`config.mk`:
```
export PLATFORM = sky130hd
export DESIGN_NAME = final_w_capture
export DESIGN_NICKNAME = d
export VERILOG_FILES = /design/src/rtl/final_w_pkg.sv /design/src/rtl/final_w_frame_ctr.sv /design/src/rtl/final_w_capture.sv
export SDC_FILE = /design/constraint.sdc
export NUM_CORES = 1
export LEC_CHECK = 0
export CORE_ASPECT_RATIO = 0.75
export CORE_MARGIN = 5
export CORE_UTILIZATION = 45
export CTS_CLUSTER_DIAMETER = 40
export DETAILED_ROUTE_END_ITERATION = 12
export PLACE_DENSITY_LB_ADDON = 0.3
export SLEW_MARGIN = 20
export SYNTH_ARGS = -nofsm -noshare
export SYNTH_HDL_FRONTEND = slang
export SYNTH_SLANG_ARGS = --single-unit
```
`constraint.sdc`:
```
create_clock -name I_sys_clk -period 3.9 [get_ports I_sys_clk]
set_input_delay 0.78 -clock I_sys_clk [delete_from_list [all_inputs] [get_ports I_sys_clk]]
set_output_delay 0.78 -clock I_sys_clk [all_outputs]
set_load 0.005 [all_outputs]
```
`src/rtl/final_w_pkg.sv`:
```
// Shared types and default timing constants for the final-weight capture block.
package final_w_pkg;

  // Capture FSM states.
  typedef enum logic [1:0] {
    S_IDLE = 2'd0,
    S_WAIT = 2'd1,
    S_HOLD = 2'd2,
    S_GAP  = 2'd3
  } state_t;

  // Default frame timing, in counter values.
  localparam int FRAME_LEN_D    = 1026;
  localparam int CAPTURE_CNT_D  = 61;
  localparam int HOLD_END_CNT_D = 512;

endpackage : final_w_pkg

```
`src/rtl/final_w_frame_ctr.sv`:
```
// Free-running frame counter with enable and wrap, plus decoded position strobes.
// The counter is parked at 0 while I_en is low.
// O_is_hold_end marks the last cycle the captured value is visible (HOLD_END_CNT+1).
module final_w_frame_ctr
  import final_w_pkg::*;
#(
  parameter int CNT_W        = 11,
  parameter int FRAME_LEN    = FRAME_LEN_D,
  parameter int CAPTURE_CNT  = CAPTURE_CNT_D,
  parameter int HOLD_END_CNT = HOLD_END_CNT_D
) (
  input  logic             I_sys_clk,
  input  logic             I_sys_rstn,
  input  logic             I_en,
  output logic [CNT_W-1:0] O_cnt,
  output logic             O_is_capture,
  output logic             O_is_hold_end,
  output logic             O_is_wrap
);

  localparam logic [CNT_W-1:0] WRAP_V = CNT_W'(FRAME_LEN - 1);
  localparam logic [CNT_W-1:0] CAP_V  = CNT_W'(CAPTURE_CNT);
  localparam logic [CNT_W-1:0] HEND_V = CNT_W'(HOLD_END_CNT + 1);

  logic [CNT_W-1:0] cnt_q;
  logic [CNT_W-1:0] cnt_d;

  // Next count: park at 0 when disabled, wrap at the end of the frame.
  always_comb begin
    cnt_d = cnt_q + CNT_W'(1);
    if (!I_en || (cnt_q == WRAP_V)) begin
      cnt_d = '0;
    end
  end

  // Counter register.
  always_ff @(posedge I_sys_clk or negedge I_sys_rstn) begin
    if (!I_sys_rstn) begin
      cnt_q <= '0;
    end else begin
      cnt_q <= cnt_d;
    end
  end

  assign O_cnt         = cnt_q;
  assign O_is_capture  = (cnt_q == CAP_V);
  assign O_is_hold_end = (cnt_q == HEND_V);
  assign O_is_wrap     = (cnt_q == WRAP_V);

endmodule : final_w_frame_ctr

```
`src/rtl/final_w_capture.sv`:
```
// Frame-synchronous capture of CH_NUM normalised weights into held outputs.
// Optional build macro: FINAL_W_HOLD_LAST_EN -- when defined, O_w_final keeps
// the last good capture after the hold window and across missed frames; it is
// then cleared only by reset or by dropping I_en.
//
// state  | meaning
// S_IDLE | disabled, counter parked at 0
// S_WAIT | running, waiting for the capture count
// S_HOLD | capture taken, outputs valid until the hold-end count
// S_GAP  | hold finished or capture missed, waiting for the frame wrap
module final_w_capture
  import final_w_pkg::*;
#(
  parameter int CH_NUM       = 2,
  parameter int DW           = 32,
  parameter int CNT_W        = 11,
  parameter int FRAME_LEN    = FRAME_LEN_D,
  parameter int CAPTURE_CNT  = CAPTURE_CNT_D,
  parameter int HOLD_END_CNT = HOLD_END_CNT_D
) (
  input  logic                 I_sys_clk,
  input  logic                 I_sys_rstn,
  input  logic                 I_en,
  input  logic [CH_NUM*DW-1:0] I_w_normalize,
  input  logic                 I_w_valid,
  output logic [CH_NUM*DW-1:0] O_w_final,
  output logic                 O_w_valid,
  output logic                 O_capture_pulse,
  output logic                 O_capture_miss,
  output logic [CNT_W-1:0]     O_frame_cnt
);

  if (!((CAPTURE_CNT >= 0) && (CAPTURE_CNT < HOLD_END_CNT) &&
        (HOLD_END_CNT < FRAME_LEN - 1) && (FRAME_LEN <= (1 << CNT_W)))) begin : g_param_err
    $error("final_w_capture: illegal frame timing parameters");
  end

  state_t state_q, state_d;
  logic   w_valid_q, w_valid_d;
  logic   pulse_q, pulse_d;
  logic   miss_q, miss_d;
  logic   cap_load;
  logic   final_clr;

  logic   is_capture;
  logic   is_hold_end;
  logic   is_wrap;

  final_w_frame_ctr #(
    .CNT_W        (CNT_W),
    .FRAME_LEN    (FRAME_LEN),
    .CAPTURE_CNT  (CAPTURE_CNT),
    .HOLD_END_CNT (HOLD_END_CNT)
  ) u_frame_ctr (
    .I_sys_clk     (I_sys_clk),
    .I_sys_rstn    (I_sys_rstn),
    .I_en          (I_en),
    .O_cnt         (O_frame_cnt),
    .O_is_capture  (is_capture),
    .O_is_hold_end (is_hold_end),
    .O_is_wrap     (is_wrap)
  );

  // FSM next state and capture/clear controls; disable overrides everything.
  always_comb begin
    state_d   = state_q;
    w_valid_d = w_valid_q;
    pulse_d   = 1'b0;
    miss_d    = 1'b0;
    cap_load  = 1'b0;
    final_clr = 1'b0;
    if (!I_en) begin
      state_d   = S_IDLE;
      w_valid_d = 1'b0;
      final_clr = 1'b1;
    end else begin
      case (state_q)
        // IDLE shares the WAIT decode so a capture count of 0 is not skipped.
        S_IDLE, S_WAIT: begin
          state_d = S_WAIT;
          if (is_capture) begin
            if (I_w_valid) begin
              state_d   = S_HOLD;
              cap_load  = 1'b1;
              w_valid_d = 1'b1;
              pulse_d   = 1'b1;
            end else begin
              state_d = S_GAP;
              miss_d  = 1'b1;
            end
          end
        end
        S_HOLD: begin
          if (is_hold_end) begin
            w_valid_d = 1'b0;
`ifndef FINAL_W_HOLD_LAST_EN
            final_clr = 1'b1;
`endif
            // Hold end may coincide with the wrap when HOLD_END_CNT = FRAME_LEN-2.
            state_d = is_wrap ? S_WAIT : S_GAP;
          end
        end
        S_GAP: begin
          if (is_wrap) begin
            state_d = S_WAIT;
          end
        end
        default: state_d = S_IDLE;
      endcase
    end
  end

  // FSM state and registered status outputs.
  always_ff @(posedge I_sys_clk or negedge I_sys_rstn) begin
    if (!I_sys_rstn) begin
      state_q   <= S_IDLE;
      w_valid_q <= 1'b0;
      pulse_q   <= 1'b0;
      miss_q    <= 1'b0;
    end else begin
      state_q   <= state_d;
      w_valid_q <= w_valid_d;
      pulse_q   <= pulse_d;
      miss_q    <= miss_d;
    end
  end

  assign O_w_valid       = w_valid_q;
  assign O_capture_pulse = pulse_q;
  assign O_capture_miss  = miss_q;

  for (genvar k = 0; k < CH_NUM; k++) begin : g_ch
    logic [DW-1:0] w_final_q;

    // Per-channel capture register: clear wins over load.
    always_ff @(posedge I_sys_clk or negedge I_sys_rstn) begin
      if (!I_sys_rstn) begin
        w_final_q <= '0;
      end else if (final_clr) begin
        w_final_q <= '0;
      end else if (cap_load) begin
        w_final_q <= I_w_normalize[k*DW +: DW];
      end
    end

    assign O_w_final[k*DW +: DW] = w_final_q;
  end

endmodule : final_w_capture
```
# Word-level counts from Yosys, hierarchy flattened
# Cells that the tools add are included.
[word_totals]
input_bits = 68
regBits = 80
out_inout_bits = 78
elab_cells = 54
[classes]
reduce_logical = 7
addsub = 1
n_mux = 28
n_eq_ne = 11
[op_table]
columns = ["operator", "count"]
rows = [
  ["$mux W32", 4],
  ["$mux W1", 16],
  ["$ne A3 B3 Y1 const B", 4],
  ["$add A11 B1 Y11 const B", 1],
  ["$eq A11 B10 Y1 const B", 1],
  ["$eq A11 B11 Y1 const B", 1],
  ["$eq A11 B6 Y1 const B", 1],
  ["$mux W11", 1],
  ["$mux W2", 5],
  ["$pmux W2 S3", 1],
  ["$eq A2 B2 Y1 const B", 2],
  ["$reduce_and A4 Y1", 1],
  ["$ne A3 B1 Y1 const B", 1],
  ["$eq A2 B1 Y1 const B", 1],
  ["$logic_not A2 Y1", 1],
  ["$pmux W1 S2", 1],
  ["$reduce_and A2 Y1", 1],
  ["$reduce_bool A2 Y1", 1],
  ["$reduce_or A2 Y1", 1],
  ["$logic_not A1 Y1", 1],
  ["$logic_or A1 B1 Y1", 1],
]

# Logic depth before layout (Yosys ltp)
# Gate-level depths: netlist of run 1.
[logic_depth]
word_depth = 6
ltp_mapped = 8
mapped_depth_nobuf = 6

# By module
# Synthesis of run 1 repeated with hierarchy kept, for this count alone.
[hier_totals]
cells_unflattened = 286
area_unflattened_um2 = 3244.4
[modules_own_cells]
columns = ["module", "cells_each", "seq_area_each_um2", "area_per_inst_um2", "instances"]
rows = [
  ["final_w_capture", 224, 1726.7, 2645.0, 1],
  ["final_w_frame_ctr", 62, 275.3, 599.3, 1],
]

# Worst setup path before layout of run 1
# Ideal clock, no wire load.
[synth_timing]
path_kind = "reg-to-reg"
from = "reg u_frame_ctr.cnt_q[1], in the netlist u_frame_ctr.O_cnt[1]"
to = "reg g_ch[1].w_final_q[20]"
arrival_time_ns = 1.942
t_required_ns = 3.764
synth_period_minus_slack_ns = 2.078
n_path_buf = 2
setup_ns = 0.136
path_stages_with_launch = 9
setup_slack_ns = 1.822
path_cell_list = "dfrtp_1 -> inv_1 -> ha_1 -> or3b_4 -> or4_1 -> buf_2 -> buf_6 -> nand2_1 -> a21oi_1"
[synth_via]
elab_chain_cells = 5
word_cells_on_any_way = 10
cone_classes = "eq/ne (2); mux (7); reduce/logical (1)"
[synth_rtl]
columns = ["element", "line", "rtl"]
rows = [
  ["start, declared", "final_w_frame_ctr.sv:25", "logic [CNT_W-1:0] cnt_q;"],
  ["start signal, assigned", "final_w_frame_ctr.sv:41", "cnt_q <= cnt_d;"],
  ["$eq A11 B10 Y1 or $eq A11 B6 Y1 (tied branches)", "final_w_frame_ctr.sv:47, final_w_frame_ctr.sv:46", ""],
  ["$mux W1, on equally long branches", "final_w_capture.sv:94, final_w_capture.sv:81", ""],
  ["$mux W1", "final_w_capture.sv:77", "case (state_q)"],
  ["$mux W1", "final_w_capture.sv:72", "if (!I_en) begin"],
  ["$mux W32 or $reduce_bool A2 Y1 (tied branches)", "n/a", ""],
  ["end signal, assigned", "final_w_capture.sv:142", "w_final_q <= I_w_normalize[k*DW +: DW];"],
  ["end, declared", "final_w_capture.sv:133", "logic [DW-1:0] w_final_q;"],
]
# Parallel ways exist; a longest one is shown, timed or not.
# A chain may end at the register's enable or synchronous reset.

# Final worst setup path of run 1
[layout_timing]
from = "reg u_frame_ctr.cnt_q[4], in the netlist u_frame_ctr.O_cnt[4]"
to = "reg g_ch[1].w_final_q[9]"
# Same word-level chain as after synthesis.

==> flow_summary_export.csv, run 1 <==
group,metric,value,unit
clocking,cts_setup_buffers,0,
worst_setup_path,cp_max_fo,27,
routing,dr.pass1.iters,4,
power,peakVddDrop,0.211,mV
clocking,cts_resized,0,
clocking,clock_latency,0.33,ns
power,p_switching,342,uW
synthesis,synth.top_cell.area_share,0.601,
placed_design,port_buffers,145,
finish,nNetsFinal,561,
routing,wl_per_cell,15.3,um
placed_design,globalplace.congestion,0.822,
clocking,cts.htree.levels,3,
finish,multi_input_area,1200,um^2
routing,top_layer,"met4",
die,rows,27,
routing,viasPerCell,5.02,
synthesis,ys_ff_latch,80,
worst_setup_path,timing.critical_path.to_type,"flop",
finish,n_antenna_cell,0,
synthesis,ys_async_sr_fraction,1.00,
clocking,path_clk_slew,0.08,ns
synthesis,synth-adder-area-share,0.00752,
synthesis,yosys.area.top_type,"dfrtp_1",
die,coreArea,7260,um^2
clocking,hold_buffers,0,
power,leakage,0.00227,uW
worst_setup_path,required,4.06,ns
synthesis,synthDistinctLibCells,29,
finish,register_area,2000,um^2
worst_setup_path,cp-start-kind,"flop",
synthesis,synth_top_family_by_area,"simple AND/OR/NAND/NOR gates",
global_routing,grt_max_degree,81,
sta,finClkSkew,0.0101,ns
power,p_int,1220,uW
power,power_density,309,nW/um^2
finish,layout-drive-gt1-share,0.0524,
synthesis,synth_most_common_cell,"nand2_1",
clocking,cts_max_path_buffers,2,
synthesis,avgSynthCellArea,9.49,um^2
clocking,cts_sinks,80,
routing,wl_met2,4.17,mm
routing,drc,0,
synthesis,ys.flop_type,"dfrtp_1",
global_routing,grt-ovfl-total,0,
die,num_io_pins,146,
routing,final_antenna_net_count,0,
synthesis,ys_warn_count,0,
sta,finalHoldViolCount,0,
outcome,outcome,"completed",
global_routing,grt_pass1_vias,3090,
routing,wl_met3,880,um
power,switching_share,0.219,
power,pwr-share-seq,0.536,
die,die_x,109,um
sta,setup_tns,0,ns
synthesis,synthTopCellsByArea,"dfrtp_1 60%, nand2_1 15%, nand3_1 6.2%",
synthesis,synth-xor-area-share,0.0237,
routing,drt_iter0_markers,190,
placed_design,dp_slack,1.13,ns
synthesis,netlist_top_cells_count,"133 x nand2_1, 80 x dfrtp_1, 41 x nand3_1",
global_routing,antenna_found_initial,0,
sta,post-route-period-util,0.654,
routing,num_vias,2997,
routing,wl,9.16,mm
global_routing,grt_pass1_wl,15.0,mm
sta,fin_ws,1.35,ns
synthesis,syn_area,3330,um^2
power,p_clk_frac,0.385,
clocking,cts_tree,"done",
sta,slew_headroom,0.346,
synthesis,synthMuxAreaShare,0,
synthesis,netlist_instances,351,
clocking,cts_made_buffers,9,
synthesis,synth_fp_nets,421,
synthesis,ys_seq_area_frac,0.601,
sta,hold_ws,0.450,ns
routing,wl_met1,4.05,mm
die,die_area,9240,um^2
sta,rsz0062_at_grt,"false",
worst_setup_path,reg2reg_setup_slack,1.35,ns
die,initial_core_util,0.458,
sta,tightest_slew,0.971,ns
placed_design,dp_hpwl,6.38,mm
finish,synthToLayoutAreaGrowth,51.7,%
job,max_cap_viol_count,0,
worst_setup_path,crit_type,"flop to flop",
synthesis,synth-compound-area-share,0.0552,
sta,period_needed,2.55,ns
finish,fillers,561,
global_routing,grt_usage,0.205,
sta,drv_slew,0,
worst_setup_path,reg2regPathDepth,3,
worst_setup_path,critPathArrivalTime,2.71,ns
synthesis,synth_edf_count,0,
synthesis,synth-simple-area-share,0.269,
power,p_comb_frac,0.079,
clocking,clockRootBuffer,"clkbuf_8",
sta,setup_viol,0,
min_path,hold_class,"input pin to asynchronous set/reset pin",
die,die_y,84.5,um
sta,fmax,392,MHz
[cell families (layout without fill, tap and decap cells)]
| kind of cell | after synthesis | count (layout) |
|---|---|---|
| adders and majority gates | 2 | 2 |
| buffers and inverters | 24 | 169 |
| AOI/OAI and AO/OA | 32 | 32 |
| DFF | 80 | 80 |
| and+or+nand+nor | 204 | 204 |
| xor gates and xnor gates | 9 | 9 |
[metrics by stage]
step	instances	util	instance area (um^2)	total power, uW
finish	597	0.696	5050	1560
global route	597	0.696	5050	1630
CTS	596	0.691	5020	1570
detailed placement	580	0.664	4820	972
global placement	580	0.664	4820	970
floorplan	351	-	3330	874
[final cells by class]
class,count,area share
flip-flops and latches,80,0.396
clock inverters,5,0.0111
clock buffers,11,0.0280
repair buffers,150,0.299
inverters,3,0.00223
well taps,101,0.0250
multi-input cells,247,0.238
[path summary, 6_finish.rpt]
| check | from | endpoint |
|---|---|---|
| setup / recovery | u_frame_ctr.O_cnt[4]$_DFF_PN0_ | g_ch[1].w_final_q[9]$_DFFE_PN0P_ |
| hold reg to reg | g_ch[0].w_final_q[8]$_DFFE_PN0P_ | g_ch[0].w_final_q[8]$_DFFE_PN0P_ |
| hold / removal | I_sys_rstn | g_ch[1].w_final_q[3]$_DFFE_PN0P_ |
| setup reg to reg | u_frame_ctr.O_cnt[4]$_DFF_PN0_ | g_ch[1].w_final_q[9]$_DFFE_PN0P_ |
| max in group asynchronous | I_sys_rstn | O_capture_pulse$_DFF_PN0_ |
| min in group I_sys_clk | g_ch[0].w_final_q[8]$_DFFE_PN0P_ | g_ch[0].w_final_q[8]$_DFFE_PN0P_ |
[worst max-delay path, stage by stage, from the launching register on]
cell and delay, ns:
dfrtp_1 0.47, nor4_1 0.87, a41o_1 0.92, a21oi_1 0.10
[cell usage in the layout, fill, tap and decap left out, types with 3 or more instances in the layout]
| cell | instances |
|---|---|
| clkdlybuf4s50_1 | 144 |
| nand2_1 | 133 |
| dfrtp_1 | 80 |
| nand3_1 | 41 |
| a21oi_1 | 27 |
| nor2_1 | 13 |
| clkbuf_8 | 10 |
| xor2_1 | 7 |
| buf_4 | 4 |
| nand4_1 | 3 |
| inv_1 | 3 |
[flip-flops by register name (all words and copies together) (netlist names)]
register,count
g_ch.w_final_q,64
u_frame_ctr.O_cnt,11
state_q,2
O_capture_miss,1
O_capture_pulse,1
O_w_valid,1
[routing by layer]
metal	GRT usage	up-vias
li1	-	1430
met1	0.276	1446
met2	0.306	117
met3	0.0907	4
met4	0.0521	0
met5	0	-
[power by group through the flow]
stage	Combinational [uW]	Clock, uW	Sequential [uW]
final	123	600	836
after CTS	121	617	836
after floorplan	22.3	0	852
after detailed placement	120	0	852
after global placement	118	0	852
after global routing	133	656	837
No activity file was read; power rests on OpenSTA's default activity.
==> run 2, diff against run 1 <==
--- a/config.mk
+++ b/config.mk
@@ -7,7 +7,7 @@
 export LEC_CHECK = 0
 export CORE_ASPECT_RATIO = 0.75
 export CORE_MARGIN = 5
-export CORE_UTILIZATION = 45
+export CORE_UTILIZATION = 42
 export CTS_CLUSTER_DIAMETER = 40
 export DETAILED_ROUTE_END_ITERATION = 12
 export PLACE_DENSITY_LB_ADDON = 0.3
==> constraint.sdc (replaced) <==
create_clock -name I_sys_clk -period 2.4 [get_ports I_sys_clk]
set_input_delay 0.48 -clock I_sys_clk [delete_from_list [all_inputs] [get_ports I_sys_clk]]
set_output_delay 0.48 -clock I_sys_clk [all_outputs]
set_load 0.005 [all_outputs]
==> run 2 against run 1 <==
Against the previous run: global-route usage decreased by 0.86 points; clock skew is 0.0087 ns higher; design area rose by 2.8%; die area increased by 6.4%; first-iteration DRC count down 28%; register-to-register slack lost 1.3 ns; via count increased by 0.17%; worst hold slack got worse by 0.34 ns; highest routed layer unchanged.
==> flow_summary_export.csv, run 2 (synthesis results as in run 1) <==
group,metric,value,unit
finish,synthToLayoutAreaGrowth,56.0,%
routing,drt_iter0_markers,136,
sta,setup_tns,0,ns
finish,largest_reg_flops,64,
power,power_density,501,nW/um^2
clocking,clock_latency,0.34,ns
finish,n_antenna_cell,0,
worst_setup_path,slowest_delay,0.77,ns
worst_setup_path,r2r-start,"u_frame_ctr.O_cnt[1]$_DFF_PN0_",
finish,nNetsFinal,574,
routing,final_antenna_net_count,0,
worst_setup_path,reg2reg_setup_slack,0.09,ns
worst_setup_path,cp.buffers_inverters,2,
finish,fin_area,5190,um^2
outcome,outcome,"completed",
clocking,clockRootBuffer,"clkbuf_8",
finish,top_register,"g_ch.w_final_q",
die,die_x,113,um
finish,layout-drive-gt1-share,0.0731,
clocking,cts_resized,0,
clocking,cts_sinks,80,
power,peakVddDrop,0.268,mV
power,leakage,0.00235,uW
placed_design,place_area,5000,um^2
finish,fillers,647,
clocking,cts_setup_buffers,0,
worst_setup_path,reg2regPathDepth,7,
clocking,cts.htree.levels,3,
power,power,2600,uW
routing,wl,9.45,mm
sta,drv_slew,0,
sta,period_needed,2.31,ns
finish,final_common_cell,"clkdlybuf4s50_1",
global_routing,grt_pass1_vias,3085,
global_routing,grt_pass1_wl,15.4,mm
finish,layout_common_cells,"144 x clkdlybuf4s50_1, 133 x nand2_1, 80 x dfrtp_1",
worst_setup_path,critPathTopFamily,"simple AND/OR/NAND/NOR gates",
worst_setup_path,reg2reg_to,"g_ch[0].w_final_q[27]$_DFFE_PN0P_",
clocking,path_clk_slew,0.08,ns
global_routing,grt-ovfl-total,0,
worst_setup_path,timing.critical_path.to_type,"flop",
global_routing,grt_max_degree,43,
job,max_cap_viol_count,0,
worst_setup_path,required,2.60,ns
die,die_y,87.1,um
placed_design,dp_hpwl,6.76,mm
die,rows,28,
global_routing,grt_usage,0.197,
global_routing,met1_usage,0.260,
placed_design,globalplace.congestion,0.826,
global_routing,met2_usage,0.300,
die,coreArea,7810,um^2
worst_setup_path,cp_max_fo,34,
routing,drc,0,
sta,post-route-period-util,0.962,
sta,finClkSkew,0.0187,ns
clocking,cts_tree,"done",
worst_setup_path,cp_cell_sequence,"inv_1 > ha_1 > or3b_4 > or4_2 > buf_12 > nand2_1 > a21oi_1",
routing,dr.pass1.iters,4,
global_routing,busiest_layer,"met2",
global_routing,met3_usage,0.0861,
placed_design,port_buffers,145,
sta,finalHoldViolCount,0,
clocking,hold_buffers,0,
sta,hold_ws,0.107,ns
sta,setup_viol,0,
routing,wl_per_cell,15.5,um
clocking,cts_made_buffers,9,
min_path,hold_class,"input pin to asynchronous set/reset pin",
routing,num_vias,3002,
die,initial_core_util,0.426,
routing,viasPerCell,4.91,
die,die_area,9830,um^2
sta,tightest_slew,0.600,ns
worst_setup_path,crit_slowest_cell,"or4_2",
clocking,cts_max_path_buffers,2,
global_routing,antenna_found_initial,0,
worst_setup_path,crit_type,"flop to flop",
sta,rsz0062_at_grt,"false",
worst_setup_path,critPathArrivalTime,2.51,ns
sta,slew_headroom,0.599,
die,num_io_pins,146,
sta,fmax,433,MHz
worst_setup_path,cp-start-kind,"flop",
run 2: cell types whose count changed in the layout (fill, tap and decap cells not counted):
| cell | delta |
|---|---|
| buf_4 | +10 |
| buf_12 | +5 |
| buf_16 | -1 |
| buf_6 | -1 |
| bufinv_16 | +1 |
| clkbuf_1 | -1 |
| clkbuf_8 | -1 |
| clkinv_2 | -1 |
| clkinv_4 | -1 |
run 2: worst max path at each step:
stage,startpoint,end,cells past startpoint
global placement,u_frame_ctr.O_cnt[1]$_DFF_PN0_,g_ch[1].w_final_q[0]$_DFFE_PN0P_,7
detailed placement,u_frame_ctr.O_cnt[1]$_DFF_PN0_,g_ch[1].w_final_q[9]$_DFFE_PN0P_,7
floorplan,u_frame_ctr.O_cnt[1]$_DFF_PN0_,g_ch[1].w_final_q[20]$_DFFE_PN0P_,8
CTS,u_frame_ctr.O_cnt[1]$_DFF_PN0_,g_ch[0].w_final_q[27]$_DFFE_PN0P_,7
global route,u_frame_ctr.O_cnt[1]$_DFF_PN0_,g_ch[0].w_final_q[30]$_DFFE_PN0P_,7
finish,u_frame_ctr.O_cnt[1]$_DFF_PN0_,g_ch[0].w_final_q[27]$_DFFE_PN0P_,7
run 2: layer usage:
layer	vias up	share of wire	routed length (um)
met5	-	0	0
met4	0	0.0069	65
met3	8	0.090	846
met2	106	0.46	4350
met1	1433	0.44	4190
li1	1455	-	-
run 2: layout make-up:
cell class	instances	area [um^2]	share of cell area
flip-flops and latches	80	2000	0.386
repair buffers	163	1650	0.317
multi-input cells	247	1200	0.232
well taps	105	131	0.0253
clock buffers	9	124	0.0239
clock inverters	4	72.6	0.0140
inverters	3	11.3	0.00217
run 2: through the flow:
step	util	std cells	setup WS [ns]
4_1_cts	0.665	611	0.0841
5_1_grt	0.665	611	0.0201
6_report	0.665	611	0.0916
3_3_place_gp	0.639	598	0.156
3_5_place_dp	0.639	598	0.0939
2_1_floorplan	-	351	0.322
run 2: power by group:
part	internal, uW	switching (uW)	total [uW]
clock	567	465	1030
sequential	1350	5.64	1360
combinational	129	83.9	213
